[config.mk]
export PLATFORM = sky130hd
export DESIGN_NAME = axi_lite_regfile
export DESIGN_NICKNAME = d
export VERILOG_FILES = /design/src/rtl/axi_lite_regfile.sv
export SDC_FILE = /design/constraint.sdc
export NUM_CORES = 1
export LEC_CHECK = 0
export ABC_AREA = 0
export ABC_CLOCK_PERIOD_IN_PS = 4560
export BUFFER_PORTS_ARGS = -buffer_cell sky130_fd_sc_hd__buf_4
export CELL_PAD_IN_SITES_DETAIL_PLACEMENT = 0
export CELL_PAD_IN_SITES_GLOBAL_PLACEMENT = 1
export CORE_AREA = 2 2 265 267
export CTS_CLUSTER_DIAMETER = 100
export DETAILED_ROUTE_END_ITERATION = 16
export DIE_AREA = 0 0 267 269
export PLACE_DENSITY = 0.84
export SLEW_MARGIN = 15
export SYNTH_ARGS = -nofsm -noshare
export SYNTH_HDL_FRONTEND = slang
export SYNTH_SLANG_ARGS = --single-unit
[constraint.sdc]
create_clock -name clk -period 4.56 [get_ports clk]
set_clock_uncertainty 0.15 [all_clocks]
set_input_delay 0.912 -clock clk [delete_from_list [all_inputs] [get_ports clk]]
set_output_delay 0.912 -clock clk [all_outputs]
set_load 0.01 [all_outputs]
[src/rtl/axi_lite_regfile.sv]
// AXI4-Lite register bank: NUM_REGS x 32-bit registers with byte-strobe writes, flat register output and per-register write pulses.
// Optional AXI_REGFILE_PROT_CHECK_EN: unprivileged accesses get SLVERR and the top register counts them.
module axi_lite_regfile #(
  parameter int unsigned NUM_REGS  = 16,
  parameter logic [31:0] BASE_ADDR = 32'h0000_0000,
  parameter int unsigned ADDR_LSB  = 2
) (
  input  logic                  clk,
  input  logic                  rst,
  input  logic                  ARVALID,
  input  logic [31:0]           ARADDR,
  input  logic [2:0]            ARPROT,
  output logic                  ARREADY,
  output logic                  RVALID,
  input  logic                  RREADY,
  output logic [31:0]           RDATA,
  output logic [1:0]            RRESP,
  input  logic                  AWVALID,
  input  logic [31:0]           AWADDR,
  input  logic [2:0]            AWPROT,
  output logic                  AwREADY,
  input  logic [31:0]           WDATA,
  input  logic [3:0]            WSTRB,
  input  logic                  WVALID,
  output logic                  WREADY,
  output logic                  BVALID,
  input  logic                  BREADY,
  output logic [1:0]            BRESP,
  output logic [NUM_REGS*32-1:0] reg_out,
  output logic [NUM_REGS-1:0]   wr_pulse
);

  localparam int unsigned IDX_W = (NUM_REGS > 1) ? $clog2(NUM_REGS) : 1;
  localparam logic [1:0] RESP_OKAY   = 2'b00;
  localparam logic [1:0] RESP_SLVERR = 2'b10;

  logic [31:0] regs [NUM_REGS];

  logic        aw_full, w_full;
  logic [31:0] aw_addr_q, w_data_q;
  logic [3:0]  w_strb_q;

  logic             ar_hs, aw_hs, w_hs, commit;
  logic [31:0]      wr_addr, wr_data;
  logic [3:0]       wr_strb;
  logic             wr_ok, rd_ok;
  logic [IDX_W-1:0] wr_idx, rd_idx;

  function automatic logic addr_in_range(input logic [31:0] addr);
    logic [31:0] off;
    off = addr - BASE_ADDR;
    return (addr >= BASE_ADDR) && ((off >> ADDR_LSB) < 32'(NUM_REGS));
  endfunction

  function automatic logic [IDX_W-1:0] addr_index(input logic [31:0] addr);
    logic [31:0] off;
    off = (addr - BASE_ADDR) >> ADDR_LSB;
    return IDX_W'(off);
  endfunction

  assign ARREADY = !rst && !RVALID;
  assign AwREADY = !rst && !aw_full && !BVALID;
  assign WREADY  = !rst && !w_full && !BVALID;

  assign ar_hs = ARVALID && ARREADY;
  assign aw_hs = AWVALID && AwREADY;
  assign w_hs  = WVALID && WREADY;

  // A channel arriving this cycle is used directly so same-cycle AW+W commits at once
  assign wr_addr = aw_full ? aw_addr_q : AWADDR;
  assign wr_data = w_full ? w_data_q : WDATA;
  assign wr_strb = w_full ? w_strb_q : WSTRB;
  assign commit  = !BVALID && (aw_full || aw_hs) && (w_full || w_hs);

  assign wr_idx = addr_index(wr_addr);
  assign rd_idx = addr_index(ARADDR);

`ifdef AXI_REGFILE_PROT_CHECK_EN
  logic        aw_priv_q;
  logic        wr_priv, rd_viol, wr_viol;
  logic [1:0]  viol_n;
  logic [32:0] cnt_sum;
  logic        unused_prot;

  assign wr_priv = aw_full ? aw_priv_q : AWPROT[0];
  assign wr_ok   = addr_in_range(wr_addr) && wr_priv && (wr_idx != IDX_W'(NUM_REGS - 1));
  assign rd_ok   = addr_in_range(ARADDR) && ARPROT[0];
  assign rd_viol = ar_hs && !ARPROT[0];
  assign wr_viol = commit && !wr_priv;
  assign viol_n  = 2'(rd_viol) + 2'(wr_viol);
  assign cnt_sum = {1'b0, regs[NUM_REGS-1]} + 33'(viol_n);
  assign unused_prot = ^{ARPROT[2:1], AWPROT[2:1]};

  // Privilege bit of the held write address
  always_ff @(posedge clk) begin
    if (rst) begin
      aw_priv_q <= 1'b0;
    end else if (aw_hs) begin
      aw_priv_q <= AWPROT[0];
    end
  end
`else
  logic unused_prot;

  assign wr_ok = addr_in_range(wr_addr);
  assign rd_ok = addr_in_range(ARADDR);
  assign unused_prot = ^{ARPROT, AWPROT};
`endif

  always_ff @(posedge clk) begin
    if (rst) begin
      for (int i = 0; i < int'(NUM_REGS); i++) regs[i] <= '0;
      aw_full   <= 1'b0;
      w_full    <= 1'b0;
      aw_addr_q <= '0;
      w_data_q  <= '0;
      w_strb_q  <= '0;
      BVALID    <= 1'b0;
      BRESP     <= RESP_OKAY;
      RVALID    <= 1'b0;
      RDATA     <= '0;
      RRESP     <= RESP_OKAY;
      wr_pulse  <= '0;
    end else begin
      wr_pulse <= '0;
      if (aw_hs) begin
        aw_full   <= 1'b1;
        aw_addr_q <= AWADDR;
      end
      if (w_hs) begin
        w_full   <= 1'b1;
        w_data_q <= WDATA;
        w_strb_q <= WSTRB;
      end

      // Flags stay set while the response is pending; BREADY releases both
      if (commit) begin
        BVALID <= 1'b1;
        BRESP  <= wr_ok ? RESP_OKAY : RESP_SLVERR;
        if (wr_ok) begin
          for (int b = 0; b < 4; b++) begin
            if (wr_strb[b]) regs[wr_idx][8*b +: 8] <= wr_data[8*b +: 8];
          end
          wr_pulse[wr_idx] <= 1'b1;
        end
      end else if (BVALID && BREADY) begin
        BVALID  <= 1'b0;
        aw_full <= 1'b0;
        w_full  <= 1'b0;
      end

      if (ar_hs) begin
        RVALID <= 1'b1;
        RDATA  <= rd_ok ? regs[rd_idx] : 32'h0;
        RRESP  <= rd_ok ? RESP_OKAY : RESP_SLVERR;
      end else if (RVALID && RREADY) begin
        RVALID <= 1'b0;
      end

`ifdef AXI_REGFILE_PROT_CHECK_EN
      if (viol_n != 2'd0) begin
        regs[NUM_REGS-1] <= cnt_sum[32] ? 32'hFFFF_FFFF : cnt_sum[31:0];
      end
`endif
    end
  end

  for (genvar i = 0; i < NUM_REGS; i++) begin : g_out
    assign reg_out[32*i +: 32] = regs[i];
  end

endmodule

**After elaboration in Yosys (flattened, before gate mapping)**

Memory sizes are Yosys's and may differ from the RTL's.
Index checks and enable logic that the tools add are counted.

- Register bits: 124
- Memory bits (writable): 512
- Input bits: 113
- Output and inout port bits: 569
- Logic and storage cells: 89
- Memories kept: 1

- $lt $le $gt $ge: 6
- Mux-type cells: 43
- Bitwise operators: 2
- Reductions and logical operators: 26

Memory list:

| name | words | width | read ports | clocked after Yosys merged registers in | wr ports | line | source |
|---|---|---|---|---|---|---|---|
| regs | 16 | 32 | 17 | 0 | 16 | 37 | `logic [31:0] regs [NUM_REGS];` |

Operator list:

| cell | count |
|---|---|
| $mux W32 | 4 |
| $ge A32 B1 Y1 const B | 2 |
| $lt A30 B5 Y1 const B | 2 |
| $mux W1 | 33 |
| $reduce_or A32 Y1 | 1 |
| $logic_and A1 B1 Y1 | 15 |
| $mux W4 | 3 |
| $logic_not A1 Y1 | 5 |
| $lt A4 B5 Y1 const B | 1 |
| $demux W1 S4 | 1 |
| $ge A4 B1 Y1 const B | 1 |
| $mux W2 | 2 |
| $reduce_bool A2 Y1 | 2 |
| $reduce_or A3 Y1 | 1 |
| $logic_or A1 B1 Y1 | 2 |
| $not A1 Y1 | 2 |

**Longest topological paths before layout**

- Depth in word-level cells: 12
- Depth in mapped cells: 9
- Depth with buffers taken out: 5

**Worst setup path before layout**

Ideal clock, no wire load.

- Kind: input port to flip-flop
- Start: input port AWADDR[31]
- End: memory regs[2][0], enable pin
- Library setup time: 0.384 ns
- Arrival time: 3.116 ns
- Data required time: 4.026 ns
- Setup slack: 0.910 ns
- Stages on the path: 7
- Buffers on the path: 2
- Cell sequence: nor4_1 nand4_1 nor4_4 o211ai_4 buf_2 clkbuf_1 o21ai_0

RTL lines:

| what | line | source |
|---|---|---|
| from (decl) | 19 | `input logic [31:0] AWADDR,` |
| to (decl) | 37 |  |

==> results.json <==
{
  "outcome": "completed",
  "syn_to_final_growth_pct": 31.0,
  "dp_slack_ns": 0.698,
  "min_to": "RDATA[5]",
  "cts.sinks": 632,
  "ys_warn_count": 0,
  "r2r_slack_ns": 0.89,
  "slew_violations": 0,
  "hold_viol_final": 0,
  "die_h_um": 269,
  "rr_startpoint": "w_full",
  "cts_tree": "built",
  "crit_fanout": 92,
  "syn-mean-instance-area_um2": 12.5,
  "clock_latency_ns": 0.62,
  "relSlewSlack_pct": 13.9,
  "tightest_slew_ns": 1.29,
  "nets": 2927,
  "antenna_left": 0,
  "min-delay-start": "RDATA[5]",
  "globalplace.congestion": 0.920,
  "netlist_instances": 2217,
  "worst-r2r-cell-count": 7,
  "cts.path.max_buffers": 3,
  "first_pass_iters": 5,
  "first_global_vias": 22100,
  "hold_buffers": 0,
  "synth_top_area_cell": "edfxtp_1",
  "seq_area_frac_synth_pct": 64.0,
  "netlist_top_cells_area": "edfxtp_1, nor3_1, dfxtp_1, mux4_2, nand2_1",
  "start_kind": "flip-flop",
  "dpl_cell_area_um2": 34100,
  "path_class": "flip-flop to flip-flop",
  "numPortBuffers": 669,
  "die_w_um": 267,
  "p_per_area_nw_per_um2": 374,
  "track_usage_pct": 29.4,
  "final_util_pct": 52.5,
  "clkTransAtPathRegs_ns": 0.06,
  "ys_types": 42,
  "finalCriticalPeriod_ns": 3.67,
  "total_power_w": 0.0136,
  "max_freq_ghz": 0.272,
  "grt_pass1_wl_um": 152000,
  "vias": 22700,
  "grt-ovfl-total": 0,
  "crit-reg2reg-capture": "regs[4][20]",
  "cts_setup_buffers": 0,
  "peakVddDrop_uv": 336,
  "multiInputGateArea_um2": 9270,
  "cp.required_ns": 4.71,
  "cts_resized": 0,
  "min_period_over_period_pct": 80.6,
  "grt_max_degree": 133,
  "synth_area_um2": 27800,
  "fillerInstances": 5909,
  "ys_ff_latch": 632,
  "numCtsBuffers": 70,
  "cp.arrival_ns": 3.83,
  "rsz0062_at_grt": "no",
  "grt_antenna_before_repair": 8,
  "design_area_um2": 36400,
  "initialDrtViolationCount": 2488,
  "cts.root.buffer_cell": "clkbuf_16",
  "total_leakage_power_nw": 13.4,
  "initial_utilization_pct": 40.1,
  "holdPathStages": 2,
  "synth_edf_count": 512,
  "hp-class": "flip-flop to flip-flop",
  "wirelength_um": 110000,
  "synthTopCellsByCount": "edfxtp_1, nor3_1, nand2_1",
  "yosysMostFrequentCell": "edfxtp_1",
  "drc": 0,
  "setup_slack_ns": 0.886,
  "ios": 682,
  "hpwlAfterDp_um": 79200,
  "detail_route.wl_per_cell_um": 28.7,
  "cp-end-kind": "flip-flop",
  "viasPerCell": 5.96,
  "rows": 97,
  "synth_top_cell_area_share_pct": 55.3,
  "crit_start": "w_full",
  "fin_setup_tns_ns": 0,
  "die_area_um2": 71800,
  "drive_above_1_share_pct": 36.3,
  "synth-main-ff-cell": "edfxtp_1",
  "maxCapViolations": 0,
  "setup-violations-final": 0,
  "htreeDepth": 3,
  "seq_area_um2": 17800,
  "core_um2": 69300,
  "synthArstFlopShare_pct": 0
}
-- sequential cells by signal (all words and copies together) (netlist names), 4 cells and up --
signal and count:
RDATA 32, w_strb_q 4, aw_addr_q 30, regs 512, wr_pulse 16, w_data_q 32
-- how the worst max path moves through the flow --
stage,end,cells after the start,slack (ns)
final,regs[4][20],7,0.89
after global routing,regs[4][20],7,0.71
after CTS,regs[4][20],7,0.97
after detailed placement,regs[4][17],9,0.70
after global placement,regs[4][16],9,0.75
after floorplan,regs[2][0],7,0.91
-- critical path, cell delays in order (launching register included) --
cell and delay (ns):
dfxtp_4 1.04, nor2_1 0.15, or4_1 0.65, nor2_1 0.30
o211ai_4 0.14, buf_12 0.27, o21ai_1 0.35, buf_4 0.24
-- power by group --
group	internal (W)	total [W]	leakage, nW	switching (W)
logic	0.000554	0.00154	6.11	0.000985
registers	0.00641	0.00660	6.26	0.000194
clock network	0.00306	0.00547	1.06	0.00241
total	0.0100	0.0136	13.4	0.00359
-- kinds of logic after synthesis --
| family | share of synthesized area, % |
|---|---|
| simple gates | 14.6 |
| other cells | 0.0135 |
| buf+inv | 3.87 |
| compound gates | 7.36 |
| mux | 10.2 |
| flops | 64.0 |
-- layer usage --
layer  global-route usage [%]  vias to the layer above  part of all wire [%]
met5                        0                        -                     0
met4                     15.2                        0                   4.9
met3                     6.46                      263                   9.6
met2                     51.3                     1472                    51
met1                     33.9                    11300                    34
li1                         -                     9713                     -
-- stage by stage --
stage	hold slack [ns]	cells
final	0.307	3819
after global routing	0.307	3819
after CTS	0.288	3811
after detailed placement	0.296	3682
after global placement	0.284	3682
after floorplan	0.286	2218
-- final cells by class --
cell class | instances | share of cell area, %
Timing Repair Buffer | 776 | 16.3
Tap cell | 940 | 3.23
Inverter | 13 | 0.134
Antenna cell | 8 | 0.0550
Clock inverter | 40 | 0.880
Clock buffer | 89 | 5.15
Sequential cell | 632 | 48.8
Multi-Input combinational cell | 1321 | 25.4
-- layout by cell type (no fill, tap or decap), types with 6 or more instances in the layout --
master / n
a31oi_4: 9
buf_12: 7
buf_4: 768
mux4_2: 96
inv_1: 12
nor2_1: 62
o22ai_1: 32
clkbuf_16: 71
clkbuf_1: 15
a21o_1: 17
a21oi_1: 103
o221ai_1: 32
nor4_1: 20
dfxtp_1: 119
clkinv_1: 15
nor3_2: 19
nor3_1: 499
o31ai_1: 32
o211a_1: 6
clkinv_2: 9
o21ai_1: 8
diode_2: 8
edfxtp_1: 512
mux2i_1: 64
o21ai_0: 41
nand2_1: 213
a31oi_2: 26
Note: power is estimated with default switching activity, not from simulation.
